### config.mk
export PLATFORM = sky130hd
export DESIGN_NAME = pipe_hazard_ctrl_flat
export DESIGN_NICKNAME = d
export VERILOG_FILES = /design/src/rtl/pipe_pkg.sv /design/src/rtl/pipe_hazard_ctrl_if.sv /design/src/rtl/pipe_hazard_ctrl_sat_counter.sv /design/src/rtl/pipe_hazard_ctrl.sv /design/src/flat_wrapper.sv
export SDC_FILE = /design/constraint.sdc
export NUM_CORES = 1
export LEC_CHECK = 0
export CORE_UTILIZATION = 35
export DETAILED_ROUTE_END_ITERATION = 12
export PLACE_DENSITY = 0.63
export SYNTH_ARGS = -nofsm -noshare
export SYNTH_HDL_FRONTEND = slang
export SYNTH_SLANG_ARGS = --single-unit
export TNS_END_PERCENT = 50
### constraint.sdc
create_clock -name clk -period 2.6 [get_ports clk]
set_clock_uncertainty 0.1 [all_clocks]
set_input_delay 0.26 -clock clk [delete_from_list [all_inputs] [get_ports clk]]
set_output_delay 0.26 -clock clk [all_outputs]
set_load 0.01 [all_outputs]
### src/rtl/pipe_pkg.sv
// rtl/pipe_pkg.sv - shared constants and hazard-cause encoding for the pipeline control
package pipe_pkg;

    localparam logic [4:0] REG_ZERO      = 5'd0;
    localparam int         CNT_W_DEFAULT = 32;

    // Ordered from lowest to highest priority; only the winning cause drives controls
    typedef enum logic [2:0] {
        CAUSE_NONE  = 3'd0,
        CAUSE_LU    = 3'd1,
        CAUSE_TAKEN = 3'd2,
        CAUSE_MUL   = 3'd3,
        CAUSE_MEM   = 3'd4
    } hz_cause_e;

endpackage

### src/rtl/pipe_hazard_ctrl_if.sv
// rtl/pipe_hazard_ctrl_if.sv - hazard-controller signal bundle between pipeline and sequencer
interface pipe_hazard_ctrl_if #(
    parameter int CNT_W = 32
);
    logic [4:0]       D_rs1;
    logic [4:0]       D_rs2;
    logic             D_use_rs1;
    logic             D_use_rs2;
    logic [4:0]       EX_rd;
    logic             EX_ld;
    logic             EX_we;
    logic             EX_mul;
    logic             EX_taken;
    logic             MEM_req;
    logic             mem_ready;
    logic             stall_F;
    logic             stall_D;
    logic             MEM_stall;
    logic             hold_DX;
    logic             bubble_EM;
    logic             flush_FD;
    logic             flush_EX;
    logic             mul_busy;
    logic [CNT_W-1:0] lu_stall_cnt;
    logic [CNT_W-1:0] mul_stall_cnt;

    modport master (
        output D_rs1, D_rs2, D_use_rs1, D_use_rs2, EX_rd, EX_ld, EX_we,
               EX_mul, EX_taken, MEM_req, mem_ready,
        input  stall_F, stall_D, MEM_stall, hold_DX, bubble_EM, flush_FD,
               flush_EX, mul_busy, lu_stall_cnt, mul_stall_cnt
    );

    modport slave (
        input  D_rs1, D_rs2, D_use_rs1, D_use_rs2, EX_rd, EX_ld, EX_we,
               EX_mul, EX_taken, MEM_req, mem_ready,
        output stall_F, stall_D, MEM_stall, hold_DX, bubble_EM, flush_FD,
               flush_EX, mul_busy, lu_stall_cnt, mul_stall_cnt
    );

endinterface

### src/rtl/pipe_hazard_ctrl_sat_counter.sv
// rtl/pipe_hazard_ctrl_sat_counter.sv - enabled counter with synchronous clear that sticks at all-ones
module sat_counter #(
    parameter int W = 32
) (
    input  logic         clk,
    input  logic         clr_i,
    input  logic         en_i,
    output logic [W-1:0] cnt_o
);

    logic [W-1:0] cnt_q;
    logic [W-1:0] cnt_d;

    always_comb begin
        cnt_d = cnt_q;
        if (en_i && (cnt_q != '1)) begin
            cnt_d = cnt_q + W'(1);
        end
    end

    always_ff @(posedge clk) begin
        if (clr_i) begin
            cnt_q <= '0;
        end else begin
            cnt_q <= cnt_d;
        end
    end

    assign cnt_o = cnt_q;

endmodule

### src/rtl/pipe_hazard_ctrl.sv
// rtl/pipe_hazard_ctrl.sv - load-use / multiply / memory-wait stall and flush sequencer
module pipe_hazard_ctrl
    import pipe_pkg::*;
#(
    parameter int MUL_LAT = 3,
    parameter int CNT_W   = CNT_W_DEFAULT
) (
    input  logic               clk,
    input  logic               rst,
    pipe_hazard_ctrl_if.slave  hz
);

    localparam int              MC_W     = $clog2(MUL_LAT) + 1;
    localparam logic [MC_W-1:0] MUL_LAST = MC_W'(MUL_LAT - 1);

    logic [MC_W-1:0]  mul_cnt_q;
    logic [MC_W-1:0]  mul_cnt_d;
    logic             mem_stall;
    logic             mul_busy;
    logic             rs1_hit;
    logic             rs2_hit;
    logic             lu_hazard;
    hz_cause_e        cause;
    logic [CNT_W-1:0] lu_cnt;
    logic [CNT_W-1:0] mul_cnt_perf;

    always_comb begin
        mem_stall = hz.MEM_req & ~hz.mem_ready;
        mul_busy  = hz.EX_mul & (mul_cnt_q != MUL_LAST);
        rs1_hit   = hz.D_use_rs1 & (hz.D_rs1 == hz.EX_rd);
        rs2_hit   = hz.D_use_rs2 & (hz.D_rs2 == hz.EX_rd);
        lu_hazard = hz.EX_ld & hz.EX_we & (hz.EX_rd != REG_ZERO) & (rs1_hit | rs2_hit);
    end

    // A single winning cause keeps freeze from ever coexisting with flush or bubble-into-EX
    always_comb begin
        cause = CAUSE_NONE;
        if (rst) begin
            cause = CAUSE_NONE;
        end else if (mem_stall) begin
            cause = CAUSE_MEM;
        end else if (mul_busy) begin
            cause = CAUSE_MUL;
        end else if (hz.EX_taken) begin
            cause = CAUSE_TAKEN;
        end else if (lu_hazard) begin
            cause = CAUSE_LU;
        end
    end

    always_comb begin
        mul_cnt_d = mul_cnt_q;
        if (!mem_stall) begin
            if (mul_busy) begin
                mul_cnt_d = mul_cnt_q + MC_W'(1);
            end else if (hz.EX_mul) begin
                mul_cnt_d = '0;
            end
        end
    end

    always_ff @(posedge clk) begin
        if (rst) begin
            mul_cnt_q <= '0;
        end else begin
            mul_cnt_q <= mul_cnt_d;
        end
    end

    sat_counter #(.W(CNT_W)) u_lu_cnt (
        .clk   (clk),
        .clr_i (rst),
        .en_i  (cause == CAUSE_LU),
        .cnt_o (lu_cnt)
    );

    sat_counter #(.W(CNT_W)) u_mul_cnt (
        .clk   (clk),
        .clr_i (rst),
        .en_i  (cause == CAUSE_MUL),
        .cnt_o (mul_cnt_perf)
    );

    assign hz.MEM_stall     = (cause == CAUSE_MEM);
    assign hz.hold_DX       = (cause == CAUSE_MEM) || (cause == CAUSE_MUL);
    assign hz.bubble_EM     = (cause == CAUSE_MUL);
    assign hz.stall_F       = (cause == CAUSE_MEM) || (cause == CAUSE_MUL) || (cause == CAUSE_LU);
    assign hz.stall_D       = (cause == CAUSE_LU);
    assign hz.flush_FD      = (cause == CAUSE_TAKEN);
    assign hz.flush_EX      = (cause == CAUSE_TAKEN);
    assign hz.mul_busy      = mul_busy & ~rst;
    assign hz.lu_stall_cnt  = rst ? '0 : lu_cnt;
    assign hz.mul_stall_cnt = rst ? '0 : mul_cnt_perf;

    // The decoder never marks one EX instruction as both multiply and redirect
    always @(posedge clk) begin
        if (!rst) begin
            assert (!(hz.EX_mul && hz.EX_taken));
        end
    end

endmodule

### src/flat_wrapper.sv
// flat-port wrapper written by rule: the top's interface ports become plain ports
module pipe_hazard_ctrl_flat import pipe_pkg::*;
#(
    parameter int MUL_LAT = 3,
    parameter int CNT_W   = CNT_W_DEFAULT
)
  (clk, rst, hz_D_rs1, hz_D_rs2, hz_D_use_rs1, hz_D_use_rs2, hz_EX_rd, hz_EX_ld, hz_EX_we, hz_EX_mul, hz_EX_taken, hz_MEM_req, hz_mem_ready, hz_stall_F, hz_stall_D, hz_MEM_stall, hz_hold_DX, hz_bubble_EM, hz_flush_FD, hz_flush_EX, hz_mul_busy, hz_lu_stall_cnt, hz_mul_stall_cnt);
  pipe_hazard_ctrl_if #(.CNT_W(CNT_W)) hz_i ();
  input  logic clk;
  input  logic rst;
  input wire logic [$bits(hz_i.D_rs1)-1:0] hz_D_rs1;
  input wire logic [$bits(hz_i.D_rs2)-1:0] hz_D_rs2;
  input wire logic [$bits(hz_i.D_use_rs1)-1:0] hz_D_use_rs1;
  input wire logic [$bits(hz_i.D_use_rs2)-1:0] hz_D_use_rs2;
  input wire logic [$bits(hz_i.EX_rd)-1:0] hz_EX_rd;
  input wire logic [$bits(hz_i.EX_ld)-1:0] hz_EX_ld;
  input wire logic [$bits(hz_i.EX_we)-1:0] hz_EX_we;
  input wire logic [$bits(hz_i.EX_mul)-1:0] hz_EX_mul;
  input wire logic [$bits(hz_i.EX_taken)-1:0] hz_EX_taken;
  input wire logic [$bits(hz_i.MEM_req)-1:0] hz_MEM_req;
  input wire logic [$bits(hz_i.mem_ready)-1:0] hz_mem_ready;
  output wire logic [$bits(hz_i.stall_F)-1:0] hz_stall_F;
  output wire logic [$bits(hz_i.stall_D)-1:0] hz_stall_D;
  output wire logic [$bits(hz_i.MEM_stall)-1:0] hz_MEM_stall;
  output wire logic [$bits(hz_i.hold_DX)-1:0] hz_hold_DX;
  output wire logic [$bits(hz_i.bubble_EM)-1:0] hz_bubble_EM;
  output wire logic [$bits(hz_i.flush_FD)-1:0] hz_flush_FD;
  output wire logic [$bits(hz_i.flush_EX)-1:0] hz_flush_EX;
  output wire logic [$bits(hz_i.mul_busy)-1:0] hz_mul_busy;
  output wire logic [$bits(hz_i.lu_stall_cnt)-1:0] hz_lu_stall_cnt;
  output wire logic [$bits(hz_i.mul_stall_cnt)-1:0] hz_mul_stall_cnt;
  assign hz_i.D_rs1 = hz_D_rs1;
  assign hz_i.D_rs2 = hz_D_rs2;
  assign hz_i.D_use_rs1 = hz_D_use_rs1;
  assign hz_i.D_use_rs2 = hz_D_use_rs2;
  assign hz_i.EX_rd = hz_EX_rd;
  assign hz_i.EX_ld = hz_EX_ld;
  assign hz_i.EX_we = hz_EX_we;
  assign hz_i.EX_mul = hz_EX_mul;
  assign hz_i.EX_taken = hz_EX_taken;
  assign hz_i.MEM_req = hz_MEM_req;
  assign hz_i.mem_ready = hz_mem_ready;
  assign hz_stall_F = hz_i.stall_F;
  assign hz_stall_D = hz_i.stall_D;
  assign hz_MEM_stall = hz_i.MEM_stall;
  assign hz_hold_DX = hz_i.hold_DX;
  assign hz_bubble_EM = hz_i.bubble_EM;
  assign hz_flush_FD = hz_i.flush_FD;
  assign hz_flush_EX = hz_i.flush_EX;
  assign hz_mul_busy = hz_i.mul_busy;
  assign hz_lu_stall_cnt = hz_i.lu_stall_cnt;
  assign hz_mul_stall_cnt = hz_i.mul_stall_cnt;
  pipe_hazard_ctrl #(.MUL_LAT(MUL_LAT), .CNT_W(CNT_W)) u_core (.clk(clk), .rst(rst), .hz(hz_i));
endmodule
=== Yosys cells after proc, flatten, opt, wreduce, memory -nomap -nowiden ===
Index checks and enable logic that the tools add are counted.

* Multiplexer cells: 9
* Bitwise gates (word level): 12
* Add/sub/neg operators: 3
* Equal/unequal tests: 9
* Reductions and logical operators: 7

{| class="wikitable"
|+ Operators with widths
! cell !! number
|-
| adder 32 x 1 -> 32 bit (second input constant) || 2
|-
| two-way mux 32 bit || 2
|-
| inequality test 32 bit (second input constant) || 2
|-
| two-way mux 3 bit || 6
|-
| == test 5 bit || 2
|-
| bitwise AND 1 bit || 8
|-
| == test 3 x 2 -> 1 bit (second input constant) || 2
|-
| nonzero test 5 bit || 1
|-
| adder 3 x 1 -> 3 bit (second input constant) || 1
|-
| == test 3 x 1 -> 1 bit (second input constant) || 1
|-
| == test 3 bit (second input constant) || 1
|-
| inequality test 3 x 2 -> 1 bit (second input constant) || 1
|-
| NOT 1 bit || 3
|-
| logical AND 1 bit || 2
|-
| logical OR 1 bit || 2
|-
| AND reduction 2 bit || 1
|-
| nonzero test 2 bit || 1
|-
| two-way mux 1 bit || 1
|-
| OR 1 bit || 1
|}

* Output and inout bits: 72
* Bits in registers: 67
* Logic and storage cells: 43

=== Depth between registers and ports, before layout ===
Gate-level depths: netlist of the first run.

* Word-level depth: 12
* Mapped depth: 10
* Mapped depth without buffers: 9

=== Cells and area by module ===
A second synthesis of the first run with hierarchy kept.

* Cells, all modules: 519
* Area total of the unflattened synthesis: 4154.0 µm²

{| class="wikitable"
|+ Modules (own cells, without submodules)
! module !! cells an instance !! instances !! area each (µm²) !! sequential area each (µm²)
|-
| sat_counter || 199 || 2 || 1674.1 || 640.6
|-
| pipe_hazard_ctrl || 121 || 1 || 805.8 || 60.1
|}

=== Worst setup path after synthesis of the first run ===
Ideal clock, no wire load.

* Kind: reg2reg
* Start: reg u_core.mul_cnt_q[0]
* End: reg u_core.u_lu_cnt.cnt_q[5], in the netlist u_core.u_lu_cnt.cnt_o[5]
* Stages on the path, launching flop included: 10
* Library setup time: 0.123 ns
* Slack: 0.331 ns
* Required time: 2.377 ns
* Arrival time: 2.045 ns
* Cell sequence: dfxtp_1 -> inv_1 -> ha_1 -> nand2b_1 -> a2111o_1 -> nor2_2 -> nand3_2 -> buf_4 -> nor3_1 -> mux2_1

* Cells in the longest elaborated chain, start to end: 7

{| class="wikitable"
|+ Ends and longest elaborated chain
! element !! line !! source
|-
| start: declaration || pipe_hazard_ctrl.sv:16 || <nowiki>logic [MC_W-1:0] mul_cnt_q;</nowiki>
|-
| start signal: assignment || pipe_hazard_ctrl.sv:66 || <nowiki>mul_cnt_q <= mul_cnt_d;</nowiki>
|-
| inequality test 3 x 2 -> 1 bit || pipe_hazard_ctrl.sv:29 || <nowiki>mul_busy = hz.EX_mul & (mul_cnt_q != MUL_LAST);</nowiki>
|-
| bitwise AND 1 bit || pipe_hazard_ctrl.sv:29 ||
|-
| two-way mux 3 bit || pipe_hazard_ctrl.sv:42 || <nowiki>end else if (mul_busy) begin</nowiki>
|-
| two-way mux 3 bit || pipe_hazard_ctrl.sv:40 || <nowiki>end else if (mem_stall) begin</nowiki>
|-
| two-way mux 3 bit || pipe_hazard_ctrl.sv:38 || <nowiki>if (rst) begin</nowiki>
|-
| == test 3 x 1 -> 1 bit || pipe_hazard_ctrl.sv:73 || <nowiki>.en_i (cause == CAUSE_LU),</nowiki>
|-
| logical AND 1 bit || pipe_hazard_ctrl_sat_counter.sv:16 || <nowiki>if (en_i && (cnt_q != '1)) begin</nowiki>
|-
| end signal: assignment || pipe_hazard_ctrl_sat_counter.sv:25 || <nowiki>cnt_q <= cnt_d;</nowiki>
|-
| end: declaration || pipe_hazard_ctrl_sat_counter.sv:11 || <nowiki>logic [W-1:0] cnt_q;</nowiki>
|}

No other way between the ends.
A chain may end at the register's enable or synchronous reset.

=== Final worst setup path of the first run ===
* Start: in hz_EX_rd[1]
* End: out hz_stall_F

* Cells in the longest elaborated chain, start to end: 12

{| class="wikitable"
|+ Ends and longest elaborated chain
! element !! line !! source
|-
| start: declaration || flat_wrapper.sv:15 || <nowiki>input wire logic [$bits(hz_i.EX_rd)-1:0] hz_EX_rd;</nowiki>
|-
| == test 5 bit, on equally long branches || pipe_hazard_ctrl.sv:30, pipe_hazard_ctrl.sv:31 ||
|-
| bitwise AND 1 bit, on equally long branches || pipe_hazard_ctrl.sv:30, pipe_hazard_ctrl.sv:31 ||
|-
| OR 1 bit || pipe_hazard_ctrl.sv:32 || <nowiki>lu_hazard = hz.EX_ld & hz.EX_we & (hz.EX_rd != REG_ZERO) & (rs1_hit | rs2_hit);</nowiki>
|-
| bitwise AND 1 bit (*) || pipe_hazard_ctrl.sv:32 ||
|-
| two-way mux 1 bit (*) || pipe_hazard_ctrl.sv:46 || <nowiki>end else if (lu_hazard) begin</nowiki>
|-
| two-way mux 3 bit (*) || pipe_hazard_ctrl.sv:44 || <nowiki>end else if (hz.EX_taken) begin</nowiki>
|-
| two-way mux 3 bit (*) || pipe_hazard_ctrl.sv:42 ||
|-
| two-way mux 3 bit (*) || pipe_hazard_ctrl.sv:40 ||
|-
| two-way mux 3 bit (*) || pipe_hazard_ctrl.sv:38 ||
|-
| == test 3 bit / == test 3 x 2 -> 1 bit (equally long branches) || pipe_hazard_ctrl.sv:87 || <nowiki>assign hz.stall_F = (cause == CAUSE_MEM) || (cause == CAUSE_MUL) || (cause == CAUSE_LU);</nowiki>
|-
| logical OR 1 bit || pipe_hazard_ctrl.sv:87 ||
|-
| logical OR 1 bit (*) || pipe_hazard_ctrl.sv:87 ||
|-
| end: declaration || flat_wrapper.sv:22 || <nowiki>output wire logic [$bits(hz_i.stall_F)-1:0] hz_stall_F;</nowiki>
|}

Every way passes the cells marked *; elsewhere a longest branch is shown, timed or not.

==> results.cfg, run 1 <==
[run_status]
outcome = completed

[yosys]
synthDistinctLibCells = 46
synthDominantAreaCellType = dfxtp_1
ys_top_cells_by_area = dfxtp_1, nor2b_1, nor2_1
async_flop_share_pct = 0
yosys.area.top_type_share_pct = 34.61
synth_most_common_cell = nor2_1
ys_seq_elements = 67
ys_seq_area_share_pct = 34.61
synth.yosys.warnings = 0
synth.cell_area_um2 = 3875
mappedNetlistNets = 518
synthTopCellsByCount = nor2_1, dfxtp_1, nor2b_1, nand2_1, nand3_1
synthFlopType = dfxtp_1
syn_inst = 489
avgSynthCellArea_um2 = 7.924
edff_count_synth = 0

[clock_network]
cts_inserted_buffers = 9
cts_tree = yes
cts.htree.levels = 3
clk_latency_worst_skew_pair_ps = 330
cts-root-buf = clkbuf_8
largest_buffer_count_on_any_clock_path = 2
clk_transition_reported_paths_ps = 70
clock_sinks = 67

[global_route]
antenna_found_initial = 0
first_global_vias = 3554
congestion_overflow_gr = 0
grt_pass1_wl_um = 16540
grt_max_degree = 91
global_route.usage.total_pct = 17.78

[timing]
timing.setup.tns_ps = 0
post-route-min-period_ps = 2451
part_of_the_cycle_the_worst_path_needs_pct = 94.25
tightest_slew_ps = 608.3
timing_max_transition_violations_final = 0
worst_slew_margin_rel_pct = 59.27
maxClockFrequency_mhz = 408.1
rsz0062_at_grt = false
report.final.setup_viol = 0
timing.final.hold_violations = 0

[critical_path]
worst_r2r_startpoint = u_core.mul_cnt_q[0]$_SDFFE_PP0P_
worstSetupStartpointType = input pin
cp.required_ps = 2240
timing_worst_setup_path_type = input pin to output port
critical_path_arrival_ps = 2090
r2r_setup_slack_ps = 160
worst-r2r-cell-count = 8
critical_path.endpoint_type = output port
worstReg2RegEnd = u_core.u_lu_cnt.cnt_o[31]$_SDFFE_PP0P_
cp_max_fo = 4

[route]
route.vias.total = 3744
initialDrtViolationCount = 123
postRouteAntennaNets = 0
drt_pre_antenna_iters = 4
via_per_inst = 5.039
avgRoutedWirePerCell_um = 13.09
drcViolationCount = 0
drt_wl_total_um = 9725

[placed_design]
detailed_place_hpwl_um = 7219
gp_congestion = 0.8017
portBuffers = 96
dpl_cell_area_um2 = 5102

[floorplan]
core.rowCount = 38
dieArea_um2 = 11500
fp.coreArea_um2 = 10790
die_span_in_y_um = 107.2
design.portCount = 97
horizontal_die_dimension_um = 107.2
initial_utilization_pct = 35.90

[power]
ir_drop_v = 0.0002477
total_leakage_power_nw = 1.913
powerDensity_nw_per_um2 = 369.1
total_power_mw = 1.948

[hold_path]
worstHoldPathType = input pin to flip-flop
hold_depth = 2
hold-path-endpoint = u_core.mul_cnt_q[2]$_SDFFE_PP0P_
min_from = rst

[final_layout]
final_layout_size_suffix_gt1_share_pct = 9.950
antenna_cells_inserted = 0
layout_area_growth_over_synthesis_pct = 36.16
final_nets = 627
layout.cell_area.non_filler_um2 = 5276

[flow_run]
maxCapViolations = 0
-- area by class of cell --
cell class	count	area (um2)
inverters	14	52.55
flip-flops and latches	67	1341
clock buffers	13	138.9
repair buffers	118	1140
fillers	1075	5517
well taps	140	175.2
clock inverters	3	15.01
multi-input cells	388	2414
-- kinds of logic (layout without fill, tap and decap cells) --
kind of cell,after synthesis,count (layout),synth area share (%)
DFF,67,67,34.61
adders and majority gates,4,4,1.292
AOI/OAI and AO/OA,32,32,5.134
buffers and inverters,34,148,3.519
muxes,27,27,7.782
and+or+nand+nor,292,292,40.20
xor gates and xnor gates,33,33,7.459
-- metal layers --
layer	global-route usage (%)	wire length (um)	vias up
li1	-	-	1922
met1	23.72	4577	1721
met2	29.45	4588	90
met3	2.979	474	11
met4	4.892	85	0
met5	0	0	-
-- per-stage QoR --
stage	hold slack [ps]	utilization (%)	worst slack, ps	std cells
final	180.2	48.89	149.4	743
after global routing	198.6	48.89	2.919	743
after CTS	170.8	48.79	-25.19	743
after detailed placement	364.7	47.28	-66.64	727
after global placement	345.2	47.28	-56.62	727
after floorplan	326.5	-	331.5	489
-- where the power goes --
part	total, mW	switching, mW	internal (mW)	leakage (nW)
Combinational	0.174	0.0873	0.0872	1.29
Clock	0.740	0.396	0.344	0.0812
Sequential	1.03	0.00358	1.03	0.540
Total	1.95	0.487	1.46	1.91
-- registers in the layout (all words and copies together), names as in the netlist --
register,count
u_core.mul_cnt_q,3
u_core.u_lu_cnt.cnt_o,32
u_core.u_mul_cnt.cnt_o,32
-- what timing repair did --
item / CTS / global route
setup buffers: 0 / 0
gates resized for setup: 2 / 3
hold buffers: 0 / 0
setup endpoints to repair: 2 / 4
pin swaps: 1 / 0
cloned: 0 / 0
-- worst max-delay path: stages --
cell and delay, ps:
clkdlybuf4s50_1 430, or4_1 590, o2111ai_4 270, nand2b_1 160
a31oi_1 90, dlygate4sd2_1 290
-- cells in the final DEF, fill, tap and decap left out, types with 21 or more instances in the layout --
cell             count
nor3_1              23
clkdlybuf4s50_1     92
nand2_1             33
nor2_1              76
nand4_1             21
nand3_1             26
nor2b_1             59
xnor2_1             22
dfxtp_1             67
buf_4               22
-- worst max-delay path by stage --
stage                                          start                                      to  slack [ps]  cells past startpoint
floorplan           u_core.mul_cnt_q[0]$_SDFFE_PP0P_   u_core.u_lu_cnt.cnt_o[5]$_SDFFE_PP0P_         330                      9
global placement                         hz_EX_rd[1]                              hz_stall_F         -60                      9
detailed placement                       hz_EX_rd[1]                              hz_stall_F         -70                      9
CTS                                      hz_EX_rd[1]                              hz_stall_D         -30                      6
global route        u_core.mul_cnt_q[0]$_SDFFE_PP0P_  u_core.u_lu_cnt.cnt_o[31]$_SDFFE_PP0P_           3                      8
finish                                   hz_EX_rd[1]                              hz_stall_F         150                      6
No activity file was read; power rests on OpenSTA's default activity.
==> run 2, diff against run 1 <==
--- a/config.mk
+++ b/config.mk
@@ -5,6 +5,7 @@
 export SDC_FILE = /design/constraint.sdc
 export NUM_CORES = 1
 export LEC_CHECK = 0
+export CAP_MARGIN = 20
 export CORE_UTILIZATION = 35
 export DETAILED_ROUTE_END_ITERATION = 12
 export PLACE_DENSITY = 0.63
==> results of run 2 <==
Final layout, timing and power as in run 1 (identical DEF).
==> run 3, diff against run 2 <==
--- a/config.mk
+++ b/config.mk
@@ -6,9 +6,11 @@
 export NUM_CORES = 1
 export LEC_CHECK = 0
 export CAP_MARGIN = 20
+export CELL_PAD_IN_SITES_DETAIL_PLACEMENT = 0
+export CELL_PAD_IN_SITES_GLOBAL_PLACEMENT = 1
 export CORE_UTILIZATION = 35
 export DETAILED_ROUTE_END_ITERATION = 12
-export PLACE_DENSITY = 0.63
+export PLACE_DENSITY = 0.82
 export SYNTH_ARGS = -nofsm -noshare
 export SYNTH_HDL_FRONTEND = slang
 export SYNTH_SLANG_ARGS = --single-unit
==> results.cfg, run 3 (same netlist as run 1, synthesis figures left out) <==
[critical_path]
critical_path.endpoint_type = output port
cp_max_fo = 5
critical_path_arrival_ps = 2100
worstSetupStartpointType = flip-flop
cp.required_ps = 2240
crit_path_start = u_core.mul_cnt_q[0]$_SDFFE_PP0P_
worst-r2r-cell-count = 7
worst_r2r_startpoint = u_core.mul_cnt_q[1]$_SDFFE_PP0P_
timing_worst_setup_path_type = flip-flop to output port

[global_route]
grt_max_degree = 91
congestion_overflow_gr = 0
grt_pass1_wl_um = 16440
first_global_vias = 3607
global_route.usage.total_pct = 17.79
antenna_found_initial = 0

[clock_network]
clock_sinks = 67
cts_tree = yes
clk_transition_reported_paths_ps = 70
cts_inserted_buffers = 9
clk_latency_worst_skew_pair_ps = 360
postCtsHoldBufs = 0
largest_buffer_count_on_any_clock_path = 2
cts-root-buf = clkbuf_8
cts.htree.levels = 3

[placed_design]
detailed_place_hpwl_um = 7242
portBuffers = 96
gp_congestion = 0.7948

[route]
avgRoutedWirePerCell_um = 13.26
initialDrtViolationCount = 137
postRouteAntennaNets = 0
via_per_inst = 5.099
drcViolationCount = 0
drt_wl_total_um = 9800
route.vias.total = 3768
drt_pre_antenna_iters = 5

[hold_path]
min_from = rst
hold_depth = 3
worstHoldPathType = input pin to flip-flop

[floorplan]
dieArea_um2 = 11500
die_span_in_y_um = 107.2
design.portCount = 97
fp.coreArea_um2 = 10790
initial_utilization_pct = 35.90
horizontal_die_dimension_um = 107.2
core.rowCount = 38

[timing]
timing.final.hold_violations = 0
worst_slew_margin_rel_pct = 59.89
maxClockFrequency_mhz = 406.2
tightest_slew_ps = 599.1
rsz0062_at_grt = false
post-route-min-period_ps = 2462
fin_worst_hold_slack_ps = 324.3
report.final.setup_viol = 0
timing_max_transition_violations_final = 0
part_of_the_cycle_the_worst_path_needs_pct = 94.70
timing.setup.tns_ps = 0

[power]
ir_drop_v = 0.0003537
total_leakage_power_nw = 1.902
powerDensity_nw_per_um2 = 394.8

[final_layout]
layout_commonest_cell = clkdlybuf4s50_1
final_nets = 624
antenna_cells_inserted = 0
layout_area_growth_over_synthesis_pct = 36.58
final_layout_size_suffix_gt1_share_pct = 9.683
most-common-layout-cells = clkdlybuf4s50_1, nor2_1, dfxtp_1, nor2b_1, nand2_1

[flow_run]
maxCapViolations = 0

[run_status]
outcome = completed
## run 3: repair_timing
| action | 4_1_cts | 5_1_grt |
|---|---|---|
| setup endpoints to repair | 2 | 5 |
| cloned | 0 | 0 |
| hold endpoints to repair | 0 | 0 |
| setup buffers | 0 | 0 |
| pin swaps | 1 | 0 |
| resized for setup | 3 | 3 |
## run 3: layout make-up
cell class / instances / area (um2)
clock buffers: 13 / 158.9
flip-flops and latches: 67 / 1341
well taps: 140 / 175.2
inverters: 14 / 52.55
repair buffers: 115 / 1114
clock inverters: 2 / 35.03
multi-input cells: 388 / 2416
fillers: 1056 / 5500
## run 3: final timing paths
| check | end | slack (ps) |
|---|---|---|
| max | hz_bubble_EM | 140 |
| min | u_core.u_lu_cnt.cnt_o[2]$_SDFFE_PP0P_ | 320 |
| max reg2reg | u_core.u_lu_cnt.cnt_o[22]$_SDFFE_PP0P_ | 200 |
| min reg2reg | u_core.u_mul_cnt.cnt_o[31]$_SDFFE_PP0P_ | 380 |
## run 3: where the power goes
group	internal (mW)	switching [mW]
clock	0.490	0.395
sequential	1.03	0.00374
combinational	0.0863	0.0854
## run 3: through the flow
stage | power, mW | setup slack, ps | utilization, % | std cells | instance area, um2
2_1_floorplan | 1.142 | 331.5 | - | 489 | 3875
3_3_place_gp | 1.227 | -21.73 | 47.07 | 724 | 5080
3_5_place_dp | 1.231 | -90.70 | 47.07 | 724 | 5080
4_1_cts | 2.133 | 37.85 | 48.89 | 739 | 5276
5_1_grt | 2.193 | 21.16 | 49.04 | 739 | 5293
6_report | 2.089 | 137.9 | 49.04 | 739 | 5293
## run 3: worst max-delay path, stage by stage (launching register included)
cell,delay [ps]
dfxtp_1,380
inv_1,60
ha_1,230
nand2b_1,130
nand4b_1,170
inv_2,110
buf_4,140
clkdlybuf4s50_1,530
## run 3: layer usage
metal | global-route usage (%) | wire (um) | vias up
met5 | 0 | 0 | -
met4 | 5.382 | 115 | 0
met3 | 5.228 | 510 | 11
met2 | 30.60 | 4747 | 100
met1 | 21.27 | 4426 | 1747
li1 | - | - | 1910
